--- src/rtl/lcd_hd44780_ctrl_pkg.sv ---
// Shared types and constants for the 4-bit HD44780 LCD controller.
package lcd_pkg;

    typedef enum logic [2:0] {
        S_PWR_WAIT,
        S_INIT_NIB,
        S_INIT_WAIT,
        S_IDLE,
        S_SEND_HI,
        S_GAP,
        S_SEND_LO,
        S_EXEC_WAIT
    } main_state_e;

    typedef enum logic [1:0] {
        W_IDLE,
        W_SETUP,
        W_PULSE,
        W_HOLD
    } wr_phase_e;

    localparam logic [7:0] FUNC_SET_4BIT = 8'h28;
    localparam logic [7:0] ENTRY_INC     = 8'h06;
    localparam logic [7:0] DISP_ON       = 8'h0C;
    localparam logic [7:0] CLEAR         = 8'h01;
    localparam logic [7:0] HOME          = 8'h02;

    localparam logic [3:0] INIT_NIB_WAKE = 4'h3;
    localparam logic [3:0] INIT_NIB_4BIT = 4'h2;

    function automatic logic [3:0] init_nibble(input logic [1:0] idx);
        return (idx == 2'd3) ? INIT_NIB_4BIT : INIT_NIB_WAKE;
    endfunction

    function automatic logic [7:0] cfg_byte(input logic [1:0] idx);
        logic [7:0] b;
        unique case (idx)
            2'd0: b = FUNC_SET_4BIT;
            2'd1: b = ENTRY_INC;
            2'd2: b = DISP_ON;
            2'd3: b = CLEAR;
        endcase
        return b;
    endfunction

endpackage

--- src/rtl/lcd_hd44780_ctrl_if.sv ---
// Host-side valid/ready byte channel of the LCD controller.
interface lcd_hd44780_ctrl_if;
    logic       iValid;
    logic       iRS;
    logic [7:0] iData;
    logic       oReady;

    modport master (output iValid, iRS, iData, input oReady);
    modport slave  (input iValid, iRS, iData, output oReady);
endinterface

--- src/rtl/lcd_hd44780_ctrl_nibble_writer.sv ---
// Drives one nibble onto the LCD bus with setup, E pulse and hold phases.
module lcd_nibble_writer
    import lcd_pkg::*;
#(
    parameter int unsigned SETUP_CYCLES   = 2,
    parameter int unsigned E_PULSE_CYCLES = 12,
    parameter int unsigned HOLD_CYCLES    = 1,
    parameter int unsigned TW             = 20
) (
    input  logic       clk,
    input  logic       rst,
    input  logic       start,
    input  logic [3:0] nibble,
    input  logic       rs,
    output logic       done,
    output logic       e,
    output logic [3:0] data,
    output logic       rs_out
);

    localparam logic [TW-1:0] SETUP_END = TW'(SETUP_CYCLES - 1);
    localparam logic [TW-1:0] PULSE_END = TW'(E_PULSE_CYCLES - 1);
    localparam logic [TW-1:0] HOLD_END  = TW'(HOLD_CYCLES - 1);

    wr_phase_e     phase_q, phase_d;
    logic [TW-1:0] cnt_q, cnt_d;
    logic          e_q, e_d;
    logic [3:0]    data_q, data_d;
    logic          rs_q, rs_d;

    always_comb begin
        phase_d = phase_q;
        data_d  = data_q;
        rs_d    = rs_q;
        done    = 1'b0;
        unique case (phase_q)
            W_IDLE: begin
                if (start) begin
                    phase_d = W_SETUP;
                    data_d  = nibble;
                    rs_d    = rs;
                end
            end
            W_SETUP: if (cnt_q == SETUP_END) phase_d = W_PULSE;
            W_PULSE: if (cnt_q == PULSE_END) phase_d = W_HOLD;
            W_HOLD: begin
                if (cnt_q == HOLD_END) begin
                    phase_d = W_IDLE;
                    done    = 1'b1;
                end
            end
        endcase
        cnt_d = (phase_d != phase_q) ? '0 : cnt_q + TW'(1);
        e_d   = (phase_d == W_PULSE);
    end

    always_ff @(posedge clk) begin
        if (rst) begin
            phase_q <= W_IDLE;
            cnt_q   <= '0;
            e_q     <= 1'b0;
            data_q  <= 4'h0;
            rs_q    <= 1'b0;
        end else begin
            phase_q <= phase_d;
            cnt_q   <= cnt_d;
            e_q     <= e_d;
            data_q  <= data_d;
            rs_q    <= rs_d;
        end
    end

    assign e      = e_q;
    assign data   = data_q;
    assign rs_out = rs_q;

endmodule

--- src/rtl/lcd_hd44780_ctrl.sv ---
// HD44780 4-bit LCD controller: power-on init, configuration, then host
// command/data bytes over a valid/ready channel.
module lcd_hd44780_ctrl
    import lcd_pkg::*;
#(
    parameter int unsigned CLK_FREQ_HZ    = 50000000,
    parameter int unsigned POWERON_WAIT   = 750000,
    parameter int unsigned INIT_WAIT1     = 205000,
    parameter int unsigned INIT_WAIT2     = 5000,
    parameter int unsigned SETUP_CYCLES   = 2,
    parameter int unsigned E_PULSE_CYCLES = 12,
    parameter int unsigned HOLD_CYCLES    = 1,
    parameter int unsigned INTER_NIBBLE   = 50,
    parameter int unsigned CMD_WAIT       = 2000,
    parameter int unsigned CLEAR_WAIT     = 82000,
    parameter int unsigned TW             = 20
) (
    input  logic               Clock,
    input  logic               Reset,
    lcd_hd44780_ctrl_if.slave  host,
    output logic               oInitDone,
    output logic               oLCD_Enabled,
    output logic               oLCD_RegisterSelect,
    output logic               oLCD_ReadWrite,
    output logic               oLCD_StrataFlashControl,
    output logic [3:0]         oLCD_Data
);

    localparam logic [TW-1:0] PWR_END = TW'(POWERON_WAIT - 1);
    localparam logic [TW-1:0] GAP_END = TW'(INTER_NIBBLE - 1);

    // Clock frequency only documents the cycle counts above.
    logic unused_clk_freq;
    assign unused_clk_freq = (CLK_FREQ_HZ == 0);

    main_state_e   state_q, state_d;
    logic [TW-1:0] timer_q, timer_d;
    logic [1:0]    init_idx_q, init_idx_d;
    logic [1:0]    cfg_idx_q, cfg_idx_d;
    logic          cfg_mode_q, cfg_mode_d;
    logic [7:0]    byte_q, byte_d;
    logic          rs_q, rs_d;
    logic          ready_q, ready_d;
    logic          init_done_q, init_done_d;

    logic          wr_start, wr_rs, wr_done;
    logic [3:0]    wr_nib;
    logic          load, load_rs;
    logic [7:0]    load_byte;
    logic [TW-1:0] init_end, exec_end;
    logic          is_slow;

    always_comb begin
        unique case (init_idx_q)
            2'd0:    init_end = TW'(INIT_WAIT1 - 1);
            2'd1:    init_end = TW'(INIT_WAIT2 - 1);
            default: init_end = TW'(CMD_WAIT - 1);
        endcase
        is_slow  = !rs_q && (byte_q == CLEAR || byte_q == HOME);
        exec_end = is_slow ? TW'(CLEAR_WAIT - 1) : TW'(CMD_WAIT - 1);
    end

    always_comb begin
        state_d    = state_q;
        init_idx_d = init_idx_q;
        cfg_idx_d  = cfg_idx_q;
        cfg_mode_d = cfg_mode_q;
        byte_d     = byte_q;
        rs_d       = rs_q;
        wr_start   = 1'b0;
        wr_nib     = byte_q[3:0];
        wr_rs      = rs_q;
        load       = 1'b0;
        load_byte  = byte_q;
        load_rs    = rs_q;
        unique case (state_q)
            S_PWR_WAIT: begin
                if (timer_q == PWR_END) begin
                    state_d    = S_INIT_NIB;
                    init_idx_d = 2'd0;
                    wr_start   = 1'b1;
                    wr_nib     = init_nibble(2'd0);
                    wr_rs      = 1'b0;
                end
            end
            S_INIT_NIB: if (wr_done) state_d = S_INIT_WAIT;
            S_INIT_WAIT: begin
                if (timer_q == init_end) begin
                    if (init_idx_q != 2'd3) begin
                        state_d    = S_INIT_NIB;
                        init_idx_d = init_idx_q + 2'd1;
                        wr_start   = 1'b1;
                        wr_nib     = init_nibble(init_idx_q + 2'd1);
                        wr_rs      = 1'b0;
                    end else begin
                        cfg_mode_d = 1'b1;
                        cfg_idx_d  = 2'd0;
                        load       = 1'b1;
                        load_byte  = cfg_byte(2'd0);
                        load_rs    = 1'b0;
                    end
                end
            end
            S_IDLE: begin
                if (host.iValid && ready_q) begin
                    load      = 1'b1;
                    load_byte = host.iData;
                    load_rs   = host.iRS;
                end
            end
            S_SEND_HI: if (wr_done) state_d = S_GAP;
            S_GAP: begin
                if (timer_q == GAP_END) begin
                    state_d  = S_SEND_LO;
                    wr_start = 1'b1;
                end
            end
            S_SEND_LO: if (wr_done) state_d = S_EXEC_WAIT;
            S_EXEC_WAIT: begin
                if (timer_q == exec_end) begin
                    if (cfg_mode_q && cfg_idx_q != 2'd3) begin
                        cfg_idx_d = cfg_idx_q + 2'd1;
                        load      = 1'b1;
                        load_byte = cfg_byte(cfg_idx_q + 2'd1);
                        load_rs   = 1'b0;
                    end else begin
                        cfg_mode_d = 1'b0;
                        state_d    = S_IDLE;
                    end
                end
            end
        endcase
        // The high nibble leaves in the same cycle the byte is taken.
        if (load) begin
            state_d  = S_SEND_HI;
            byte_d   = load_byte;
            rs_d     = load_rs;
            wr_start = 1'b1;
            wr_nib   = load_byte[7:4];
            wr_rs    = load_rs;
        end
        ready_d     = (state_d == S_IDLE);
        init_done_d = init_done_q | ready_d;
        timer_d     = (state_d != state_q) ? '0 : timer_q + TW'(1);
    end

    always_ff @(posedge Clock) begin
        if (Reset) begin
            state_q     <= S_PWR_WAIT;
            timer_q     <= '0;
            init_idx_q  <= 2'd0;
            cfg_idx_q   <= 2'd0;
            cfg_mode_q  <= 1'b0;
            byte_q      <= 8'h00;
            rs_q        <= 1'b0;
            ready_q     <= 1'b0;
            init_done_q <= 1'b0;
        end else begin
            state_q     <= state_d;
            timer_q     <= timer_d;
            init_idx_q  <= init_idx_d;
            cfg_idx_q   <= cfg_idx_d;
            cfg_mode_q  <= cfg_mode_d;
            byte_q      <= byte_d;
            rs_q        <= rs_d;
            ready_q     <= ready_d;
            init_done_q <= init_done_d;
        end
    end

    lcd_nibble_writer #(
        .SETUP_CYCLES   (SETUP_CYCLES),
        .E_PULSE_CYCLES (E_PULSE_CYCLES),
        .HOLD_CYCLES    (HOLD_CYCLES),
        .TW             (TW)
    ) u_writer (
        .clk    (Clock),
        .rst    (Reset),
        .start  (wr_start),
        .nibble (wr_nib),
        .rs     (wr_rs),
        .done   (wr_done),
        .e      (oLCD_Enabled),
        .data   (oLCD_Data),
        .rs_out (oLCD_RegisterSelect)
    );

    assign host.oReady             = ready_q;
    assign oInitDone               = init_done_q;
    assign oLCD_ReadWrite          = 1'b0;
    assign oLCD_StrataFlashControl = 1'b1;

endmodule

--- src/flat_wrapper.sv ---
// flat-port wrapper written by rule: the top's interface ports become plain ports
module lcd_hd44780_ctrl_flat import lcd_pkg::*;
#(
    parameter int unsigned CLK_FREQ_HZ    = 50000000,
    parameter int unsigned POWERON_WAIT   = 750000,
    parameter int unsigned INIT_WAIT1     = 205000,
    parameter int unsigned INIT_WAIT2     = 5000,
    parameter int unsigned SETUP_CYCLES   = 2,
    parameter int unsigned E_PULSE_CYCLES = 12,
    parameter int unsigned HOLD_CYCLES    = 1,
    parameter int unsigned INTER_NIBBLE   = 50,
    parameter int unsigned CMD_WAIT       = 2000,
    parameter int unsigned CLEAR_WAIT     = 82000,
    parameter int unsigned TW             = 20
)
  (Clock, Reset, oInitDone, oLCD_Enabled, oLCD_RegisterSelect, oLCD_ReadWrite, oLCD_StrataFlashControl, oLCD_Data, host_iValid, host_iRS, host_iData, host_oReady);
  lcd_hd44780_ctrl_if host_i ();
  input  logic Clock;
  input  logic Reset;
  output logic oInitDone;
  output logic oLCD_Enabled;
  output logic oLCD_RegisterSelect;
  output logic oLCD_ReadWrite;
  output logic oLCD_StrataFlashControl;
  output logic [3:0] oLCD_Data;
  input wire logic [$bits(host_i.iValid)-1:0] host_iValid;
  input wire logic [$bits(host_i.iRS)-1:0] host_iRS;
  input wire logic [$bits(host_i.iData)-1:0] host_iData;
  output wire logic [$bits(host_i.oReady)-1:0] host_oReady;
  assign host_i.iValid = host_iValid;
  assign host_i.iRS = host_iRS;
  assign host_i.iData = host_iData;
  assign host_oReady = host_i.oReady;
  lcd_hd44780_ctrl #(.CLK_FREQ_HZ(CLK_FREQ_HZ), .POWERON_WAIT(POWERON_WAIT), .INIT_WAIT1(INIT_WAIT1), .INIT_WAIT2(INIT_WAIT2), .SETUP_CYCLES(SETUP_CYCLES), .E_PULSE_CYCLES(E_PULSE_CYCLES), .HOLD_CYCLES(HOLD_CYCLES), .INTER_NIBBLE(INTER_NIBBLE), .CMD_WAIT(CMD_WAIT), .CLEAR_WAIT(CLEAR_WAIT), .TW(TW)) u_core (.Clock(Clock), .Reset(Reset), .host(host_i), .oInitDone(oInitDone), .oLCD_Enabled(oLCD_Enabled), .oLCD_RegisterSelect(oLCD_RegisterSelect), .oLCD_ReadWrite(oLCD_ReadWrite), .oLCD_StrataFlashControl(oLCD_StrataFlashControl), .oLCD_Data(oLCD_Data));
endmodule
--- config.mk ---
export PLATFORM = sky130hd
export DESIGN_NAME = lcd_hd44780_ctrl_flat
export DESIGN_NICKNAME = d
export VERILOG_FILES = /design/src/rtl/lcd_hd44780_ctrl_pkg.sv /design/src/rtl/lcd_hd44780_ctrl_if.sv /design/src/rtl/lcd_hd44780_ctrl_nibble_writer.sv /design/src/rtl/lcd_hd44780_ctrl.sv /design/src/flat_wrapper.sv
export SDC_FILE = /design/constraint.sdc
export NUM_CORES = 1
export LEC_CHECK = 0
export CORE_MARGIN = 2
export CORE_UTILIZATION = 56
export DETAILED_ROUTE_END_ITERATION = 12
export PLACE_DENSITY = 0.76
export SLEW_MARGIN = 10
export SYNTH_ARGS = -nofsm -noshare
export SYNTH_HDL_FRONTEND = slang
export SYNTH_SLANG_ARGS = --single-unit
--- constraint.sdc ---
create_clock -name Clock -period 4.3 [get_ports Clock]
set_input_delay 0.86 -clock Clock [delete_from_list [all_inputs] [get_ports Clock]]
set_output_delay 0.86 -clock Clock [all_outputs]
set_load 0.01 [all_outputs]
==> results list <==
- Antenna violations before repair: 0
- Final Max Slew Viols: 0
- Largest clock skew in the final design: 11.1 ps
- Rows: 29
- The initial utilization of the core area, before any placement, comes to 0.574.
- Worst-path clk slew: 70 ps
- In the final layout, the share of cells above drive strength 1 is 0.135.
* Final routed wirelength across all metal layers: 7380 um
- The number of nets in the synthesized netlist is 453.
* Max IR drop VDD: 0.239 mV
- FF-to-FF End: u_core.timer_q[3]$_SDFF_PP0_
* Top_reg_cell synth: sky130_fd_sc_hd__dfxtp_1
* Number of clock sinks: 67
- CP endpoint: u_core.timer_q[3]$_SDFF_PP0_
- For this run, global-route usage on met2 was measured as 0.371.
- Fin. Hold Viols: 0
- The worst setup path is launched from a register.
- In this run, distinct cell masters in the synthesized netlist total 54.
* Sum of negative setup slack: 0 ps
* Power per standard cell area: 321 nW/um2
* Number of buffers added by the clock tree synthesis step: 9
- For this design, the CTS-stage hold fixing added 0 buffers.
* Setup crit end kind: register
- Post-synth top area share: 0.372
* Post-CTS resize count: 0
- After legalization and detailed placement, the total HPWL measured 5390 um.
- Summing over every cut layer, the via total after detailed routing is 2971.
* Layout-stage area growth over the synthesis result: 11.4%
* CTS tree: yes
* # port buffers: 19
* Die Footprint: 7090 um2
* Placer Congestion: 0.895
- Crit path kind: register to register
- RSZ-0062 raised after global routing: no
- Cell Area, Synth: 3600 um2
* Number of warnings reported in the yosys synthesis log: 0
- Horizontal extent of the die: 84.2 um
- For this run, global-route usage on met1 was measured as 0.274.
- In the post-synthesis netlist, the biggest area contributors are sky130_fd_sc_hd__dfxtp_1 (37%), sky130_fd_sc_hd__xnor2_1 (5.6%), sky130_fd_sc_hd__nor2_2 (5.2%), sky130_fd_sc_hd__nor2_1 (4.7%), sky130_fd_sc_hd__ha_1 (4.5%).
* Area of the placeable core: 6280 um2
- Counting flops and latches in the post-synthesis netlist gives 67.
- The longest clock path from root to sink contains 2 buffers.
- The analysis attributes to cell leakage a power of 1.37 nW.
* Synth async-reset ratio: 0
* Critical path required time: 4500 ps
- The biggest area contributor in the post-synthesis netlist is sky130_fd_sc_hd__dfxtp_1.
- In this run, the number of DRC markers left after iteration 0 of detailed routing was 163.
- Entering global routing, the biggest net connects 28 pins.
- For this run, global-route usage on met3 was measured as 0.0364.
* Global route overflow: 0
* Top-Level Pins: 22
- In this run the worst setup path begins at u_core.init_idx_q[1]$_SDFFE_PP0P_.
- Post-detailed-route via-to-cell ratio: 5.68
- Power, Total: 1.29 mW
* Reg-to-reg setup timing slack: 1090 ps
* Die Ht: 84.2 um
- In this run the critical register-to-register path is launched from u_core.init_idx_q[1]$_SDFFE_PP0P_.
- Total Nets Final: 466
* Average wire per cell in the routed design: 14.1 um
- The share of the Yosys chip area taken by registers is 0.372.
- Number of setup violations in the final report: 0
- CTS placed an instance of sky130_fd_sc_hd__clkbuf_8 at the clock tree root.
- In the finished design, the share of the clock period the worst path needs comes to 0.747.
- Hold Path Class: register to register
- Before antenna repair, the detailed router went through 4 iterations.
- Tightest hold margin: 458 ps
* Antenna violation net count after detailed routing: 0
- In this run the worst path has a maximum fanout of 20.
* Result of the run: finished clean
* Post-detailed-route DRC marker count: 0
- For the pin with the worst max-slew slack, the measured transition is 1010 ps.
- The smallest clock period supported by the final layout is computed as 3210 ps.
* Avg Synthesized Cell Area: 8.42 um2
- Most common cell after layout, fill and taps aside: sky130_fd_sc_hd__dfxtp_1
- Most used cells in the layout excluding fill and tap cells: sky130_fd_sc_hd__dfxtp_1 (67), sky130_fd_sc_hd__nor2_1 (45), sky130_fd_sc_hd__nand2_1 (36), sky130_fd_sc_hd__nor2_2 (30), sky130_fd_sc_hd__nand3_1 (27)
- The number of antenna diodes in the final layout is 0.
* Later-pin clock latency in the skew report: 350 ps
* Number of buffers inserted to repair setup after CTS: 0
* Number of global-route vias before repair: 2864
* Worst reg2reg path depth: 9
- Based on the critical path, the design can be clocked at up to 311 MHz.
- Worst Path Arrival: 3410 ps
- Reported max-cap violation count: 0
- Busiest metal layer after global routing: met2
* Worst-case headroom to the max-slew limit: 0.329
- Aggregate global-route resource usage: 0.217
- The first global-routing pass estimated 12700 um of wire.
- Number of enable flip-flop cells after synthesis: 0
- Number of H-tree levels: 3
- Number of cells produced by synthesis: 428
## cells in the mapped netlist, types with 4 or more instances
| cell type | number |
|---|---|
| sky130_fd_sc_hd__clkbuf_1 | 9 |
| sky130_fd_sc_hd__ha_1 | 13 |
| sky130_fd_sc_hd__or4_1 | 5 |
| sky130_fd_sc_hd__nand3_1 | 27 |
| sky130_fd_sc_hd__a21oi_1 | 19 |
| sky130_fd_sc_hd__nor2_1 | 45 |
| sky130_fd_sc_hd__inv_1 | 16 |
| sky130_fd_sc_hd__nand4_1 | 8 |
| sky130_fd_sc_hd__o21ai_0 | 5 |
| sky130_fd_sc_hd__nor3b_1 | 4 |
| sky130_fd_sc_hd__dfxtp_1 | 67 |
| sky130_fd_sc_hd__a311oi_1 | 5 |
| sky130_fd_sc_hd__xnor2_1 | 23 |
| sky130_fd_sc_hd__nand2_1 | 36 |
| sky130_fd_sc_hd__buf_6 | 6 |
| sky130_fd_sc_hd__and2_1 | 6 |
| sky130_fd_sc_hd__nor2_2 | 30 |
| sky130_fd_sc_hd__and3_1 | 12 |
| sky130_fd_sc_hd__xor2_1 | 17 |
| sky130_fd_sc_hd__nor3_1 | 14 |
| sky130_fd_sc_hd__nor4_1 | 8 |
## power by group
| group | switching (mW) | total (mW) | internal (mW) |
|---|---|---|---|
| Sequential | 0.00741 | 0.633 | 0.626 |
| Combinational | 0.0252 | 0.0459 | 0.0207 |
| Clock | 0.248 | 0.608 | 0.360 |
## metrics by stage
step           worst slack [ps]   util  instances  area (um2)
4_1_cts                    1070  0.639        523        4010
5_1_grt                     902  0.639        523        4010
3_3_place_gp               1180  0.602        507        3780
3_5_place_dp               1060  0.602        507        3780
2_1_floorplan              1750      -        428        3600
6_report                   1090  0.639        523        4010
## registers in the layout, indices dropped and copies added (netlist names)
| signal | cells |
|---|---|
| u_core.byte_q | 8 |
| u_core.cfg_idx_q | 2 |
| u_core.cfg_mode_q | 1 |
| u_core.host.oReady | 1 |
| u_core.init_idx_q | 2 |
| u_core.oInitDone | 1 |
| u_core.rs_q | 1 |
| u_core.state_q | 3 |
| u_core.timer_q | 20 |
| u_core.u_writer.cnt_q | 20 |
| u_core.u_writer.data | 4 |
| u_core.u_writer.e | 1 |
| u_core.u_writer.phase_q | 2 |
| u_core.u_writer.rs_out | 1 |
## worst min-delay path by stage
stage,startpoint,endpoint,slack [ps],cells after the start
final,u_core.byte_q[4]$_SDFFE_PP0P_,u_core.byte_q[4]$_SDFFE_PP0P_,460,2
after global routing,u_core.byte_q[5]$_SDFFE_PP0P_,u_core.byte_q[5]$_SDFFE_PP0P_,480,2
after CTS,u_core.byte_q[5]$_SDFFE_PP0P_,u_core.byte_q[5]$_SDFFE_PP0P_,460,2
after detailed placement,u_core.byte_q[5]$_SDFFE_PP0P_,u_core.byte_q[5]$_SDFFE_PP0P_,450,2
after global placement,u_core.byte_q[4]$_SDFFE_PP0P_,u_core.byte_q[4]$_SDFFE_PP0P_,440,2
after floorplan,u_core.byte_q[6]$_SDFFE_PP0P_,u_core.byte_q[6]$_SDFFE_PP0P_,440,2
## cell families (layout without fill, tap and decap cells)
group	Yosys count	in the layout	share of synthesized area
adder cells (fa/ha/maj)	13	13	0.0452
AND/OR/NAND/NOR	219	219	0.329
AO/OA/AOI/OAI	51	51	0.0997
buffers and inverters	35	53	0.0514
flip-flops	67	67	0.372
XOR/XNOR	40	40	0.0973
multiplexers	1	1	0.00313
other	2	2	0.00208
## layer usage
layer	share of wire	routed length, um	vias up
li1	-	-	1507
met1	0.46	3360	1392
met2	0.49	3620	61
met3	0.040	295	11
met4	0.015	109	0
met5	0	0	-
## final cells by class
class / instances / area, um2
Fill cell: 520 / 2260
Multi-Input combinational cell: 326 / 2080
Sequential cell: 67 / 1340
Timing Repair Buffer: 21 / 205
Clock buffer: 11 / 151
Tap cell: 77 / 96.3
Clock inverter: 5 / 83.8
Inverter: 16 / 60.1
## worst max-delay path, cell delays in order, from the launching register on
cell                      delay, ps
sky130_fd_sc_hd__dfxtp_1        470
sky130_fd_sc_hd__inv_1          100
sky130_fd_sc_hd__ha_1           190
sky130_fd_sc_hd__or4_1          400
sky130_fd_sc_hd__o22a_2         260
sky130_fd_sc_hd__or4_1          550
sky130_fd_sc_hd__o21ai_1        130
sky130_fd_sc_hd__or3_1          130
sky130_fd_sc_hd__a211o_1        770
sky130_fd_sc_hd__nor2_2          70
(Power assumes the default switching activity.)
